## config.mk

```make
export PLATFORM = sky130hd
export DESIGN_NAME = secuencia_lectura_flat
export DESIGN_NICKNAME = d
export VERILOG_FILES = /design/src/rtl/secuencia_lectura_pkg.sv /design/src/rtl/secuencia_lectura_if.sv /design/src/rtl/secuencia_lectura_contador_fase.sv /design/src/rtl/secuencia_lectura.sv /design/src/flat_wrapper.sv
export SDC_FILE = /design/constraint.sdc
export NUM_CORES = 1
export LEC_CHECK = 0
export CAP_MARGIN = 10
export CELL_PAD_IN_SITES_DETAIL_PLACEMENT = 1
export CELL_PAD_IN_SITES_GLOBAL_PLACEMENT = 2
export CORE_ASPECT_RATIO = 1.75
export CORE_MARGIN = 5
export CORE_UTILIZATION = 25
export DETAILED_ROUTE_END_ITERATION = 6
export GPL_TIMING_DRIVEN = 0
export PLACE_DENSITY_LB_ADDON = 0.1
export REMOVE_ABC_BUFFERS = 1
export SLEW_MARGIN = 10
export SYNTH_ARGS = -nofsm -noshare
export SYNTH_HDL_FRONTEND = slang
export SYNTH_HIERARCHICAL = 1
export SYNTH_SLANG_ARGS = --single-unit
export TNS_END_PERCENT = 30
```

## constraint.sdc

```tcl
create_clock -name clk -period 2.75 [get_ports clk]
set_input_delay 0.275 -clock clk [delete_from_list [all_inputs] [get_ports clk]]
set_output_delay 0.275 -clock clk [all_outputs]
set_load 0.005 [all_outputs]
```

## src/rtl/secuencia_lectura_pkg.sv

```systemverilog
// Shared definitions for the RTC bus sequencers: state encoding, strobe idle level,
// default phase length and the per-state strobe decode.
package secuencia_lectura_pkg;

  localparam logic STROBE_INACTIVO = 1'b1;
  localparam int   T_FASE_DEF      = 4;

  typedef enum logic [2:0] {
    REPOSO  = 3'd0,
    DIR_CS  = 3'd1,
    DIR_WR  = 3'd2,
    DIR_FIN = 3'd3,
    PAUSA   = 3'd4,
    DAT_CS  = 3'd5,
    DAT_RD  = 3'd6,
    DAT_FIN = 3'd7
  } estado_t;

  typedef struct packed {
    logic rd;
    logic wr;
    logic cs;
    logic ad;
    logic oe;
  } salidas_t;

  function automatic salidas_t decodificar(input estado_t estado);
    salidas_t s;
    s = '{rd: STROBE_INACTIVO, wr: STROBE_INACTIVO, cs: STROBE_INACTIVO,
          ad: STROBE_INACTIVO, oe: 1'b0};
    unique case (estado)
      DIR_CS, DIR_FIN: begin s.cs = ~STROBE_INACTIVO; s.ad = ~STROBE_INACTIVO; s.oe = 1'b1; end
      DIR_WR: begin
        s.cs = ~STROBE_INACTIVO; s.ad = ~STROBE_INACTIVO; s.wr = ~STROBE_INACTIVO; s.oe = 1'b1;
      end
      DAT_CS, DAT_FIN: s.cs = ~STROBE_INACTIVO;
      DAT_RD: begin s.cs = ~STROBE_INACTIVO; s.rd = ~STROBE_INACTIVO; end
      default: ;
    endcase
    return s;
  endfunction

endpackage

```

## src/rtl/secuencia_lectura_if.sv

```systemverilog
// Read-sequencer bus bundle: start request, address/data bus and active-low strobes.
interface secuencia_lectura_if #(parameter int largo = 8);
  logic             inicio;
  logic [largo-1:0] direccion;
  logic [largo-1:0] dato_bus_in;
  logic [largo-1:0] bus_out;
  logic             bus_oe;
  logic             RD_lectura;
  logic             WR_lectura;
  logic             CS_lectura;
  logic             AD_lectura;
  logic [largo-1:0] dato_leido;
  logic             listo;
  logic             ocupado;

  modport master (
    output inicio, direccion, dato_bus_in,
    input  bus_out, bus_oe, RD_lectura, WR_lectura, CS_lectura, AD_lectura,
           dato_leido, listo, ocupado
  );

  modport slave (
    input  inicio, direccion, dato_bus_in,
    output bus_out, bus_oe, RD_lectura, WR_lectura, CS_lectura, AD_lectura,
           dato_leido, listo, ocupado
  );
endinterface

```

## src/rtl/secuencia_lectura_contador_fase.sv

```systemverilog
// Phase down-counter: reloads CUENTA-1 on carga, flags the last cycle of a phase with fin.
module contador_fase #(
  parameter int ANCHO  = 8,
  parameter int CUENTA = 4
) (
  input  logic clk,
  input  logic reset,
  input  logic carga,
  output logic fin
);
  logic [ANCHO-1:0] cuenta;

  // NOTE: sequential state uses non-blocking assignments so every flop sees pre-edge values.
  always_ff @(posedge clk) begin
    if (reset)              cuenta <= '0;
    else if (carga)         cuenta <= ANCHO'(CUENTA - 1);
    else if (cuenta != '0)  cuenta <= cuenta - 1'b1;
  end

  assign fin = (cuenta == '0);
endmodule

```

## src/rtl/secuencia_lectura.sv

```systemverilog
// RTC multiplexed read-cycle sequencer. Define SECUENCIA_SYNC_EN to pass the
// read-back bus through a 2-flop synchronizer before capture (needs T_FASE >= 3).
module secuencia_lectura
  import secuencia_lectura_pkg::*;
#(
  parameter int largo  = 8,
  parameter int T_FASE = T_FASE_DEF
) (
  input logic               clk,
  input logic               reset,
  secuencia_lectura_if.slave bus
);
  estado_t          estado, estado_sig;
  salidas_t         salidas;
  logic             fin, cambio;
  logic [largo-1:0] bus_out, dato_leido, dato_muestra;
  logic             listo, ocupado;

`ifdef SECUENCIA_SYNC_EN
  logic [largo-1:0] sinc1, sinc2;
  always_ff @(posedge clk) begin
    if (reset) begin
      sinc1 <= '0;
      sinc2 <= '0;
    end else begin
      sinc1 <= bus.dato_bus_in;
      sinc2 <= sinc1;
    end
  end
  assign dato_muestra = sinc2;
`else
  assign dato_muestra = bus.dato_bus_in;
`endif

  contador_fase #(.ANCHO(8), .CUENTA(T_FASE)) u_fase (
    .clk   (clk),
    .reset (reset),
    .carga (cambio),
    .fin   (fin)
  );

  // NOTE: every always_comb output gets a default first so no latch is inferred.
  always_comb begin
    estado_sig = estado;
    unique case (estado)
      REPOSO:  if (bus.inicio) estado_sig = DIR_CS;
      DAT_FIN: if (fin)        estado_sig = REPOSO;
      default: if (fin)        estado_sig = estado_t'(estado + 3'd1);
    endcase
  end

  assign cambio = (estado_sig != estado);

  // Outputs are decoded from the next state so they line up with the state they describe.
  always_ff @(posedge clk) begin
    if (reset) begin
      estado     <= REPOSO;
      salidas    <= decodificar(REPOSO);
      bus_out    <= '0;
      dato_leido <= '0;
      listo      <= 1'b0;
      ocupado    <= 1'b0;
    end else begin
      estado  <= estado_sig;
      salidas <= decodificar(estado_sig);
      ocupado <= (estado_sig != REPOSO);
      listo   <= (estado == DAT_FIN) && fin;
      if (estado == REPOSO && bus.inicio) bus_out <= bus.direccion;
      if (estado == DAT_RD && fin)        dato_leido <= dato_muestra;
    end
  end

  assign bus.bus_out    = bus_out;
  assign bus.bus_oe     = salidas.oe;
  assign bus.RD_lectura = salidas.rd;
  assign bus.WR_lectura = salidas.wr;
  assign bus.CS_lectura = salidas.cs;
  assign bus.AD_lectura = salidas.ad;
  assign bus.dato_leido = dato_leido;
  assign bus.listo      = listo;
  assign bus.ocupado    = ocupado;
endmodule

```

## src/flat_wrapper.sv

```systemverilog
// flat-port wrapper written by rule: the top's interface ports become plain ports
module secuencia_lectura_flat import secuencia_lectura_pkg::*;
#(
  parameter int largo  = 8,
  parameter int T_FASE = T_FASE_DEF
)
  (clk, reset, bus_inicio, bus_direccion, bus_dato_bus_in, bus_bus_out, bus_bus_oe, bus_RD_lectura, bus_WR_lectura, bus_CS_lectura, bus_AD_lectura, bus_dato_leido, bus_listo, bus_ocupado);
  secuencia_lectura_if #(.largo(largo)) bus_i ();
  input logic clk;
  input logic reset;
  input wire logic [$bits(bus_i.inicio)-1:0] bus_inicio;
  input wire logic [$bits(bus_i.direccion)-1:0] bus_direccion;
  input wire logic [$bits(bus_i.dato_bus_in)-1:0] bus_dato_bus_in;
  output wire logic [$bits(bus_i.bus_out)-1:0] bus_bus_out;
  output wire logic [$bits(bus_i.bus_oe)-1:0] bus_bus_oe;
  output wire logic [$bits(bus_i.RD_lectura)-1:0] bus_RD_lectura;
  output wire logic [$bits(bus_i.WR_lectura)-1:0] bus_WR_lectura;
  output wire logic [$bits(bus_i.CS_lectura)-1:0] bus_CS_lectura;
  output wire logic [$bits(bus_i.AD_lectura)-1:0] bus_AD_lectura;
  output wire logic [$bits(bus_i.dato_leido)-1:0] bus_dato_leido;
  output wire logic [$bits(bus_i.listo)-1:0] bus_listo;
  output wire logic [$bits(bus_i.ocupado)-1:0] bus_ocupado;
  assign bus_i.inicio = bus_inicio;
  assign bus_i.direccion = bus_direccion;
  assign bus_i.dato_bus_in = bus_dato_bus_in;
  assign bus_bus_out = bus_i.bus_out;
  assign bus_bus_oe = bus_i.bus_oe;
  assign bus_RD_lectura = bus_i.RD_lectura;
  assign bus_WR_lectura = bus_i.WR_lectura;
  assign bus_CS_lectura = bus_i.CS_lectura;
  assign bus_AD_lectura = bus_i.AD_lectura;
  assign bus_dato_leido = bus_i.dato_leido;
  assign bus_listo = bus_i.listo;
  assign bus_ocupado = bus_i.ocupado;
  secuencia_lectura #(.largo(largo), .T_FASE(T_FASE)) u_core (.clk(clk), .reset(reset), .bus(bus_i));
endmodule
```

==> results <==
[repair_timing]
action	4_1_cts	5_1_grt
pin swaps	6	6
setup buffers	3	8
setup endpoints to repair	12	8
gates resized for setup	16	15
[logic make-up (layout without fill, tap and decap cells)]
logic type                 Yosys count  count (layout)  share of synthesized area (%)
adders and majority gates            6               6                           5.02
and+or+nand+nor                     62              62                           21.4
buffers and inverters               14              67                           4.27
xor gates and xnor gates             1               1                          0.586
DFF                                 34              34                           45.6
muxes                               11              11                           8.46
AOI/OAI and AO/OA                   34              34                           14.7
[how the worst max path moves through the flow]
stage	from	endpoint	slack, ps	cells past startpoint
2_1_floorplan	u_core/u_fase/cuenta[0]	u_core/u_fase/cuenta[3]	-280	13
6_report	u_core/u_fase/cuenta[0]	u_core/u_fase/cuenta[7]	60	13
4_1_cts	u_core/u_fase/cuenta[0]	u_core/u_fase/cuenta[1]	10	12
3_5_place_dp	u_core/u_fase/cuenta[0]	u_core/u_fase/cuenta[5]	-910	13
5_1_grt	u_core/u_fase/cuenta[1]	u_core/u_fase/cuenta[7]	-80	13
3_3_place_gp	u_core/u_fase/cuenta[0]	u_core/u_fase/cuenta[5]	-780	13
[worst max-delay path, cell delays in order, from the launching register on]
cell and delay [ps]:
dfxtp_4 350, inv_4 60, ha_4 120, or4b_4 460, or2_4 290, inv_4 70
inv_6 40, ha_4 210, mux2i_4 200, o21a_1 190, o221ai_4 170, nor2_4 200
nand3b_1 110, mux2i_1 140
[cell type report]
class,instances,area share (%)
flip-flops and latches,34,30.5
well taps,78,4.33
inverters,8,1.78
clock buffers,5,3.05
clock inverters,2,0.444
multi-input cells,114,38.0
repair buffers,52,21.9
[Yosys cell counts (3+ instances only)]
library cell,count
ha_1,6
dfxtp_1,34
a211oi_1,4
mux2i_1,9
nand3_1,13
a31oi_1,4
nor4_1,3
inv_1,8
nand2_1,15
a21oi_1,11
nor2_1,14
o21ai_0,3
[metal layers]
| metal | global-route usage (%) | part of all wire [%] | vias to the layer above |
|---|---|---|---|
| met3 | 3.70 | 4.2 | 5 |
| met5 | 0 | 0 | - |
| li1 | - | - | 677 |
| met4 | 5.05 | 1.4 | 0 |
| met1 | 11.0 | 34 | 681 |
| met2 | 23.5 | 60 | 27 |
[per-stage QoR]
step / hold WS, ps / worst slack (ps) / total power, uW / utilization, %
floorplan: 344 / -276 / 1110 / -
finish: 458 / 62.0 / 2140 / 38.6
global route: 482 / -84.1 / 2300 / 38.6
CTS: 462 / 9.80 / 1940 / 36.7
detailed placement: 451 / -912 / 1370 / 33.7
global placement: 443 / -779 / 1340 / 33.7
[where the power goes]
part,switching [uW],leakage (uW),internal [uW]
clock,179,0.0000438,170
combinational,565,0.000551,554
sequential,79.6,0.000279,594
total,824,0.000873,1320
[state kept, by name (all words and copies together) (netlist names)]
name,flops
u_core/bus.dato_leido,8
u_core/bus.AD_lectura,1
u_core/bus.WR_lectura,1
u_core/estado,3
u_core/bus.RD_lectura,1
u_core/bus.bus_oe,1
u_core/bus.listo,1
u_core/bus.bus_out,8
u_core/bus.CS_lectura,1
u_core/bus.ocupado,1
u_core/u_fase/cuenta,8
==> Flow_metrics.wiki <==
{| class="wikitable"
! Metric !! Value
|-
| Run status || finished clean
|-
| First-pass GRT wire length || 7.16 mm
|-
| Total track usage || 12.3%
|-
| Tightest Pin Transition || 1090 ps
|-
| Root cell of the clock tree || clkbuf_8
|-
| Pins over their slew limit || 0
|-
| Clock tree from TritonCTS || yes
|-
| Area of the mapped netlist || 1490 um2
|-
| Pre-antenna DRT Iters || 6
|-
| CP Class || flip-flop to flip-flop
|-
| Number of cells after detailed placement || 275
|-
| Maxcap violations || 0
|-
| IR drop worst, VDD || 356 uV
|-
| Gp weighted congestion || 0.802
|-
| H-tree depth reported by CTS || 2
|-
| CTS buffer count || 5
|-
| Fillers || 695
|-
| Setup Viol. Count Final || 0
|-
| Slew margin rel. || 27.0%
|-
| Number of cells produced by synthesis || 162
|-
| Vias per inst || 4.74
|-
| WL final || 4.41 mm
|-
| Number of top-level pins || 42
|-
| Yosys Warn Count || 6
|-
| Largest cells by area after synthesis || dfxtp_1 (46%), mux2i_1 (6.0%), ha_1 (5.0%)
|-
| Static leakage || 0.000873 uW
|-
| Final hold vios || 0
|-
| Congestion Overflow GR || 0
|-
| Final Instance Area || 2250 um2
|-
| Row cnt || 37
|-
| Achievable Freq || 0.372 GHz
|-
| Worst r2r src || u_core/u_fase/cuenta[0]
|-
| Instance count along the most critical hold path || 2
|-
| Final critical path time including I/O delays and setup || 2690 ps
|-
| Hold path startpoint || u_core/bus.bus_out[1]
|-
| Final routed wire length divided by cell count || 15.1 um
|-
| Most used cells in the layout excluding fill and tap cells || clkdlybuf4s50_1 (41), dfxtp_1 (32), nand2_1 (14)
|-
| Starting density of the core || 25.6%
|-
| Critical path capture point type || flip-flop
|-
| Critical-path maximum fanout || 5
|-
| Non-filler instance count after layout || 293
|-
| Fraction of final layout cells with drive strength greater than 1 || 20.0%
|-
| Worst EP arrival || 2900 ps
|-
| R2R cell count || 13
|-
| Data required time at the worst endpoint || 2960 ps
|-
| Largest area contributor in the netlist || dfxtp_1
|-
| Power per cell area || 950 nW/um2
|-
| Count of antenna-violating nets left after detailed routing || 0
|-
| Clock Sinks || 34
|-
| Clock skew || 6.58 ps
|-
| Total inserted antenna cells || 0
|-
| Post-Syn Area per Cell || 9.22 um2
|-
| DRC Markers || 0
|-
| Die boundary height || 112 um
|-
| Number of global-route vias before repair || 1524
|-
| Area delta synth->final || 50.8%
|-
| Number of port buffers || 41
|-
| Area of the core || 5830 um2
|-
| Area used by multi-input combinational logic || 856 um2
|-
| Largest net degree at the start of global routing || 28
|-
| Library cells used by synthesis || 39
|-
| Number of enable-type register cells in the synthesized netlist || 0
|-
| Routed via count || 1390
|-
| Tcrit/Tclk final || 97.7%
|-
| Most common cell after layout, fill and taps aside || clkdlybuf4s50_1
|-
| Clk_lat worst skew || 280 ps
|-
| Die outline area || 7680 um2
|-
| DP HPWL || 3.23 mm
|-
| Dominant register cell in the synthesized netlist || dfxtp_1
|-
| RSZ-0062 raised after global routing || true
|-
| Seq cells post-synth || 34
|-
| DRC marker count from the first detailed-route iteration || 19
|-
| Cts hold-fix bufs || 0
|-
| Sequential-to-total area share from yosys stat || 45.6%
|-
| Clock input transition at the sequential cells of the worst setup and hold paths || 70 ps
|-
| Final-stage net count || 240
|-
| Yosys top cell area share || 45.6%
|-
| Hold path endpoint || u_core/bus.bus_out[1]
|-
| Antenna violations before repair || 0
|-
| FF-to-FF End || u_core/u_fase/cuenta[7]
|-
| Class of the worst hold path || flip-flop to flip-flop
|-
| Critical Path Source Type || flip-flop
|-
| Die Width || 68.4 um
|-
| Clock Tree Buf Depth || 2
|-
| Setup TNS || 0 ps
|-
| FF+latch area || 688 um2
|-
| Flop2flop setup slack || 60 ps
|-
| Post-detailed-placement cell area || 1970 um2
|-
| Post-synthesis async set-or-reset flop share || 0%
|}
(Power assumes the default switching activity.)
